$ cat config.mk
export PLATFORM = sky130hd
export DESIGN_NAME = sr_cmd_gen
export DESIGN_NICKNAME = d
export VERILOG_FILES = /design/src/rtl/sr_cmd_gen.sv
export SDC_FILE = /design/constraint.sdc
export NUM_CORES = 1
export LEC_CHECK = 0
export BUFFER_PORTS_ARGS = -buffer_cell sky130_fd_sc_hd__buf_2
export CORE_MARGIN = 10
export CORE_UTILIZATION = 45
export DETAILED_ROUTE_END_ITERATION = 10
export PLACE_DENSITY = 0.62
export SLEW_MARGIN = 30
export SYNTH_ARGS = -nofsm -noshare
export SYNTH_HDL_FRONTEND = slang
export SYNTH_SLANG_ARGS = --single-unit
$ cat constraint.sdc
create_clock -name clk -period 1.39 [get_ports clk]
set_clock_uncertainty 0.15 [all_clocks]
set_input_delay 0.2085 -clock clk [delete_from_list [all_inputs] [get_ports clk]]
set_output_delay 0.2085 -clock clk [all_outputs]
set_load 0.05 [all_outputs]
$ cat src/rtl/sr_cmd_gen.sv
// sr_cmd_gen: command stage in front of the sr_ff set/reset flip-flop.
// Synchronises and debounces two raw request lines, resolves same-cycle conflicts and
// issues clean, registered, mutually exclusive s/r pulses followed by an optional holdoff.
//
// Ports:
//   clk      - system clock, rising-edge
//   rst      - asynchronous active-low reset
//   set_in   - raw asynchronous set request
//   clr_in   - raw asynchronous clear request
//   s        - registered set pulse to sr_ff.s
//   r        - registered reset pulse to sr_ff.r
//   busy     - registered, high during a pulse or holdoff
//   conflict - registered one-cycle flag: set and clear events landed together
module sr_cmd_gen #(
  parameter int unsigned DEB_CYCLES = 4,
  parameter int unsigned PULSE_LEN  = 1,
  parameter int unsigned HOLDOFF    = 2
) (
  input  logic clk,
  input  logic rst,
  input  logic set_in,
  input  logic clr_in,
  output logic s,
  output logic r,
  output logic busy,
  output logic conflict
);

  localparam int unsigned CW   = $clog2(DEB_CYCLES + 1);
  localparam int unsigned PMAX = (PULSE_LEN > HOLDOFF) ? PULSE_LEN : HOLDOFF;
  localparam int unsigned PW   = $clog2(PMAX + 1);

  localparam logic [CW-1:0] DebLast   = CW'(DEB_CYCLES - 1);
  localparam logic [PW-1:0] PulseLoad = PW'(PULSE_LEN - 1);
  localparam logic [PW-1:0] HoldLoad  = (HOLDOFF > 0) ? PW'(HOLDOFF - 1) : '0;

  typedef enum logic [1:0] {StIdle, StSetP, StClrP, StHold} state_e;

  // Channel 0 = set, channel 1 = clear.
  logic [1:0]    raw;
  logic [1:0]    sync1_q, sync2_q;
  logic [1:0]    filt_q, filt_d;
  logic [1:0]    evt_q, evt_d;
  logic [CW-1:0] cnt_q [2];
  logic [CW-1:0] cnt_d [2];

  state_e        state_q, state_d;
  logic [PW-1:0] pcnt_q, pcnt_d;
  logic          conflict_d;
  logic          s_q, r_q, busy_q, conflict_q;

  assign raw = {clr_in, set_in};

  // Debounce: the filtered level only follows the synchronised input after DEB_CYCLES
  // consecutive mismatching edges; an event fires only on a 0->1 filtered transition.
  always_comb begin
    for (int i = 0; i < 2; i++) begin
      cnt_d[i]  = '0;
      filt_d[i] = filt_q[i];
      evt_d[i]  = 1'b0;
      if (sync2_q[i] != filt_q[i]) begin
        if (cnt_q[i] == DebLast) begin
          filt_d[i] = sync2_q[i];
          evt_d[i]  = sync2_q[i];
        end else begin
          cnt_d[i] = cnt_q[i] + 1'b1;
        end
      end
    end
  end

  always_ff @(posedge clk or negedge rst) begin
    if (!rst) begin
      sync1_q <= '0;
      sync2_q <= '0;
      filt_q  <= '0;
      evt_q   <= '0;
      cnt_q   <= '{default: '0};
    end else begin
      sync1_q <= raw;
      sync2_q <= sync1_q;
      filt_q  <= filt_d;
      evt_q   <= evt_d;
      cnt_q   <= cnt_d;
    end
  end

  // Command FSM; events seen outside StIdle are dropped, never queued.
  always_comb begin
    state_d    = state_q;
    pcnt_d     = pcnt_q;
    conflict_d = 1'b0;
    unique case (state_q)
      StIdle: begin
        if (evt_q[0] && evt_q[1]) begin
          conflict_d = 1'b1;
        end else if (evt_q[0]) begin
          state_d = StSetP;
          pcnt_d  = PulseLoad;
        end else if (evt_q[1]) begin
          state_d = StClrP;
          pcnt_d  = PulseLoad;
        end
      end
      StSetP, StClrP: begin
        if (pcnt_q == '0) begin
          if (HOLDOFF == 0) begin
            state_d = StIdle;
          end else begin
            state_d = StHold;
            pcnt_d  = HoldLoad;
          end
        end else begin
          pcnt_d = pcnt_q - 1'b1;
        end
      end
      StHold: begin
        if (pcnt_q == '0) begin
          state_d = StIdle;
        end else begin
          pcnt_d = pcnt_q - 1'b1;
        end
      end
      default: state_d = StIdle;
    endcase
  end

  // Outputs are registered from the next state so they align with the state register.
  always_ff @(posedge clk or negedge rst) begin
    if (!rst) begin
      state_q    <= StIdle;
      pcnt_q     <= '0;
      s_q        <= 1'b0;
      r_q        <= 1'b0;
      busy_q     <= 1'b0;
      conflict_q <= 1'b0;
    end else begin
      state_q    <= state_d;
      pcnt_q     <= pcnt_d;
      s_q        <= (state_d == StSetP);
      r_q        <= (state_d == StClrP);
      busy_q     <= (state_d != StIdle);
      conflict_q <= conflict_d;
    end
  end

  assign s        = s_q;
  assign r        = r_q;
  assign busy     = busy_q;
  assign conflict = conflict_q;

endmodule
==> results of run 1 <==
==> Yosys cell counts <==
library cell   n
a211o_1        2
a211oi_1       1
a21o_1         2
a21oi_1        2
a221oi_1       1
a221oi_2       1
a2bb2oi_1      1
and2b_2        1
and3_1         1
and3b_1        2
buf_2          1
dfrtp_1       22
ha_1           6
inv_1          5
mux2_2         2
nand2_1        4
nand2b_1       2
nand2b_4       1
nand3_1        1
nand3b_1       1
nor2_1         3
nor2b_1        3
nor3_1         2
nor3b_1        5
o21ai_0        2
o221a_2        1
o22a_1         1
o2bb2ai_1      1
o41ai_1        1
or2_2          1
xnor2_1        2
==> final timing paths <==
check                                  end  slack [ns]  depth (start not counted)
worst max-delay path                     r       -0.17                          5
worst min-delay path            sync2_q[0]        0.21                          0
worst max register to register           r       -0.17                          5
worst min register to register  sync2_q[0]        0.21                          0
max in group asynchronous       state_q[0]        0.52                          2
min in group asynchronous                r        0.23                          2
==> sequential cells by signal, summed over array words and instances (netlist names) <==
signal / flops
cnt_q: 6
evt_q: 2
filt_q: 2
pcnt_q: 2
state_q: 2
sync1_q: 2
sync2_q: 2
busy: 1
conflict: 1
r: 1
s: 1
==> timing repair <==
action                                  4_1_cts  5_1_grt
pin swaps                                     7        7
endpoints found under the hold margin        24        0
setup buffers                                 8        5
endpoints found under the setup margin        8       10
resized for setup                            24       18
hold buffers                                  3        0
==> through the flow <==
step                instance area, µm²  instances
floorplan                         1020         81
detailed placement                1140        123
global placement                  1140        123
CTS                               1370        138
global route                      1470        142
finish                            1470        142
==> layer usage <==
metal	vias to the layer above	share of wire, %
met5	-	0
met2	21	51
met3	8	7.0
met4	0	2.5
li1	357	-
met1	361	40
==> critical path: cells and delay by family (launching register included) <==
kind	cells	cell delay, ns
AO/OA/AOI/OAI	2	0.47
flip-flops	1	0.41
adder cells (fa/ha/maj)	1	0.31
buffers and inverters	2	0.12
==> power by group through the flow <==
stage               sequential [mW]  combinational [mW]  clock, mW
floorplan                      1.01               0.756          0
global placement              0.910                1.14          0
detailed placement            0.917                1.15          0
CTS                           0.889                1.58      0.346
global route                  0.928                2.08      0.377
finish                        0.901                1.93      0.340
==> cell type report <==
| cell class | count | area [µm²] | area share, % |
|---|---|---|---|
| Sequential cell | 22 | 552 | 37.5 |
| Tap cell | 27 | 33.8 | 2.30 |
| Inverter | 5 | 21.3 | 1.45 |
| Multi-Input combinational cell | 53 | 577 | 39.2 |
| Timing Repair Buffer | 31 | 250 | 17.0 |
| Clock buffer | 4 | 36.3 | 2.47 |
==> kinds of logic (layout without fill, tap and decap cells) <==
family | after synthesis | in the layout | synth area share, %
simple gates | 27 | 27 | 17.2
buf+inv | 6 | 40 | 2.40
flops | 22 | 22 | 55.6
compound gates | 16 | 16 | 13.1
xor+xnor | 2 | 2 | 1.77
fa+ha+maj | 6 | 6 | 7.59
mux | 2 | 2 | 2.28
==> flow_summary_export.csv, run 1 <==
group,metric,value,unit
critical_path,endpoint_kind,"flop",
global_route,track_usage,9.54,%
layout,antenna_cells_inserted,0,
clock_network,cts_tree,"done",
critical_path,crit_fanout,4,
place,dp_slack,-0.161,ns
critical_path,crit_start,"state_q[1]",
logic_synthesis,syn-num-nets,91,
floorplanning,die_w,66.9,µm
pwr,p_leak,0.690,nW
hold_path,hold_path.class,"flop to flop",
critical_path,crit_path_start_kind,"flop",
global_route,grt_pass1_vias,743,
hold_path,hold_start,"sync1_q[0]",
run_status,violations,"setup timing",
place,hpwl,1170,µm
routing,routed_wl,2130,µm
clock_network,cts.reportedPaths.clkPinSlew,0.11,ns
timing,setup_viol,7,
floorplanning,io_pins,8,
critical_path,rr_startpoint,"state_q[1]",
routing,first_pass_iters,4,
timing,hold_violations,0,
clock_network,clk_latency,0.30,ns
layout,drive_gt1_share,59.1,%
clock_network,cts-root-buf,"clkbuf_4",
timing,rsz0062_at_grt,"true",
layout,syn_to_final_growth,48.5,%
global_route,grt_overflow_total,0,
routing,drt_iter0_markers,29,
global_route,grt_max_degree,23,
timing,min_period_over_period,112,%
global_route,grt_pass1_wl,3350,µm
pwr,p_total,3.17,mW
pwr,switching_power,1.17,mW
pwr,cell_internal_pwr,2.00,mW
timing,slew_headroom,68.8,%
timing,drv_slew,0,
routing,vias,747,
clock_network,cts_sinks,22,
critical_path,crit_arrival,1.61,ns
critical_path,critical_path.slowest_cell,"dfrtp_1",
timing,period_needed,1.56,ns
logic_synthesis,yosysWarnings,0,
timing,whs,0.214,ns
run,drv_cap,0,
floorplanning,dieArea,0.00447,mm²
routing,drtAntennaViolNets,0,
global_route,gr-usage-met3,4.52,%
clock_network,cts_inserted_buffers,3,
critical_path,crit_chain,"inv_2, ha_4, inv_4, a21o_1, o221a_2",
pwr,p_sw_share,37.0,%
timing,worstMarginPinSlew,0.468,ns
run_status,status,"finished with violations",
routing,route.detailed.drc,0,
place,portBuffers,7,
routing,wl_per_cell,15.0,µm
logic_synthesis,ys_seq_elements,22,
pwr,p_seq_share,28.4,%
critical_path,cp.required,1.44,ns
pwr,p_clk_share,10.7,%
routing,viasPerCell,5.26,
critical_path,criticalPathCategory,"flop to flop",
logic_synthesis,synth.area.top_cells,"dfrtp_1 56%, ha_1 7.6%, nor3b_1 3.8%",
timing,layout_setup_ws,-0.172,ns
layout,nets,126,
clock_network,clockBufferDepth,2,
logic_synthesis,ys_seq_area_share,55.6,%
clock_network,h-tree-depth,1,
logic_synthesis,synth_area_per_cell,12.2,µm²
timing,fin_setup_tns,-0.823,ns
global_route,use_met1,10.4,%
logic_synthesis,yosysTopAreaCellShare,55.6,%
logic_synthesis,synthesis.area,990,µm²
logic_synthesis,synth_top_area_cell,"dfrtp_1",
floorplanning,die_h,66.9,µm
layout,final_common_cell,"dfrtp_1",
layout,nFillCells,126,
timing,max_freq,640,MHz
global_route,globalRoute.busiestLayer,"met2",
floorplanning,fp.coreArea,0.00202,mm²
critical_path,cpPeakStageDelay,0.41,ns
global_route,antenna_found_initial,0,
floorplanning,placementRows,16,
logic_synthesis,yosysUniqueCellTypes,31,
global_route,use_met2,16.7,%
layout,layout_common_cells,"21 x dfrtp_1, 16 x buf_4, 7 x buf_2",
pwr,comb_power_share,60.9,%
floorplanning,initial_core_util,48.9,%
pwr,power_density,2160,mW/mm²
place,gp_congestion,0.843,
logic_synthesis,netlist_instances,81,
layout,finalCoreUtilization,72.7,%
pwr,ir_drop,0.00131,V
Power figures use the tool's default switching activity.
==> run 2: changes to the inputs <==
- BUFFER_PORTS_ARGS: -buffer_cell sky130_fd_sc_hd__buf_2 -> not set
- DONT_BUFFER_PORTS: not set -> 1
- PLACE_DENSITY: 0.62 -> 0.57
- SETUP_SLACK_MARGIN: not set -> 0.2
- clock period: 1.39 -> 1.5 ns (I/O delays scaled with it)
==> run 2 against run 1 <==
  * The run still ends with setup timing left
  * Hold slack improved by 0.0025 ns
  * Clock power is 3% lower
  * Non-clock buffer count shrank 13
  * Global-route usage fell by 0.14 points
  * Critical path type unchanged
  * Critical endpoint unchanged
  * Largest cell class is now flip-flops and latches
==> flow_summary_export.csv, run 2 (synthesized netlist as in run 1, its figures left out) <==
group,metric,value,unit
run_status,status,"finished with violations",
run_status,violations,"setup timing",
timing,hold_violations,0,
pwr,ir_drop,0.00107,V
timing,slew_headroom,69.2,%
timing,drv_slew,0,
timing,max_freq,654,MHz
critical_path,criticalPathCategory,"flop to flop",
pwr,power_density,1970,mW/mm²
critical_path,cp.required,1.61,ns
clock_network,clk_latency,0.32,ns
timing,rsz0062_at_grt,"true",
timing,worstMarginPinSlew,0.461,ns
floorplanning,die_w,66.9,µm
routing,wl_met3,115,µm
layout,layout_common_cells,"19 x dfrtp_1, 11 x buf_4, 4 x inv_2, 4 x nand2_1",
layout,regMostFlops,"cnt_q",
clock_network,cts.reportedPaths.clkPinSlew,0.12,ns
floorplanning,die_h,66.9,µm
critical_path,crit_arrival,1.64,ns
layout,antenna_cells_inserted,0,
routing,highest_layer,"met4",
critical_path,crit_chain,"inv_2, ha_4, inv_4, a211oi_1, o221a_2",
run,drv_cap,0,
clock_network,h-tree-depth,1,
floorplanning,fp.coreArea,0.00202,mm²
clock_network,clockBufferDepth,2,
global_route,track_usage,9.41,%
routing,wl_per_cell,14.9,µm
layout,drive_gt1_share,51.0,%
timing,layout_setup_ws,-0.0285,ns
clock_network,cts_inserted_buffers,3,
clock_network,cts_sinks,22,
pwr,p_leak,0.617,nW
routing,first_pass_iters,2,
critical_path,rr_worst_depth,5,
global_route,grt_max_degree,23,
layout,nFillCells,152,
routing,viasPerCell,5.27,
layout,finalCoreUtilization,66.3,%
layout,syn_to_final_growth,35.5,%
clock_network,cts-root-buf,"clkbuf_4",
floorplanning,placementRows,16,
timing,min_period_over_period,102,%
floorplanning,io_pins,8,
critical_path,endpoint_kind,"flop",
hold_path,hold_path.class,"input pin to asynchronous set/reset pin",
layout,largest_reg_flops,6,
critical_path,r2r_slack,-0.03,ns
routing,route.detailed.drc,0,
floorplanning,dieArea,0.00447,mm²
timing,whs,0.216,ns
routing,routed_wl,1920,µm
floorplanning,initial_core_util,48.9,%
critical_path,cp.depth,5,
critical_path,cpPeakStageDelay,0.41,ns
place,gp_congestion,0.709,
layout,seq_area,554,µm²
critical_path,crit_fanout,4,
critical_path,path_delay_family,"compound AO/OA/AOI/OAI gates",
routing,vias,680,
timing,period_needed,1.53,ns
routing,wl_met1,820,µm
place,portBuffers,0,
critical_path,crit_path_start_kind,"flop",
critical_path,cp_num_buf_inv,2,
layout,multi_input_area,544,µm²
global_route,grt_pass1_wl,3190,µm
global_route,antenna_found_initial,0,
routing,drtAntennaViolNets,0,
critical_path,rr_startpoint,"state_q[0]",
routing,wl_met2,968,µm
critical_path,timing.rr.end,"r",
layout,nets,113,
global_route,grt_pass1_vias,720,
global_route,grt_overflow_total,0,
routing,drt_iter0_markers,9,
clock_network,cts_tree,"done",
layout,final_common_cell,"dfrtp_1",
timing,setup_viol,2,
critical_path,critical_path.slowest_cell,"dfrtp_1",
run 2: cell types whose count changed in the layout (fill, tap and decap cells not counted), sizes merged:
cell	delta
buf	-13
run 2: worst max path at each step:
stage / start / to
final: state_q[0] / r
after global routing: pcnt_q[0] / s
after CTS: state_q[0] / s
after detailed placement: state_q[0] / s
after global placement: state_q[0] / s
after floorplan: pcnt_q[0] / s
run 2: final cells by class:
class,count,share of cell area [%]
clock buffers,4,2.71
inverters,5,1.59
multi-input cells,53,40.6
flip-flops and latches,22,41.3
well taps,27,2.52
repair buffers,18,11.3
run 2: where the power goes:
part,switching [mW],total (mW),internal [mW]
Combinational,0.632,1.37,0.740
Sequential,0.186,0.935,0.749
Clock,0.182,0.330,0.149
Total,1.00,2.64,1.64
run 2: per-stage QoR:
stage               instance area [µm²]  setup TNS (ns)  setup slack (ns)  power (mW)  instances
floorplan                          1020               0            0.0144        1.64         81
global placement                   1080         -0.0864           -0.0364        1.82        112
detailed placement                 1080          -0.170           -0.0716        1.84        112
CTS                                1270        -0.00390          -0.00390        2.49        127
global route                       1340          -0.199           -0.0756        2.84        129
finish                             1340         -0.0420           -0.0285        2.64        129
run 2: timing repair:
item | 4_1_cts | 5_1_grt
setup buffers | 8 | 1
cloned | 0 | 0
hold buffers | 3 | 1
pin swaps | 4 | 6
gates resized for setup | 22 | 12
setup endpoints to repair | 13 | 14
endpoints found under the hold margin | 24 | 22
run 2: routing by layer:
| metal | GRT usage [%] | up-vias |
|---|---|---|
| met5 | 0 | - |
| met3 | 4.52 | 2 |
| met2 | 16.0 | 12 |
| met4 | 4.87 | 0 |
| li1 | - | 331 |
| met1 | 9.29 | 335 |
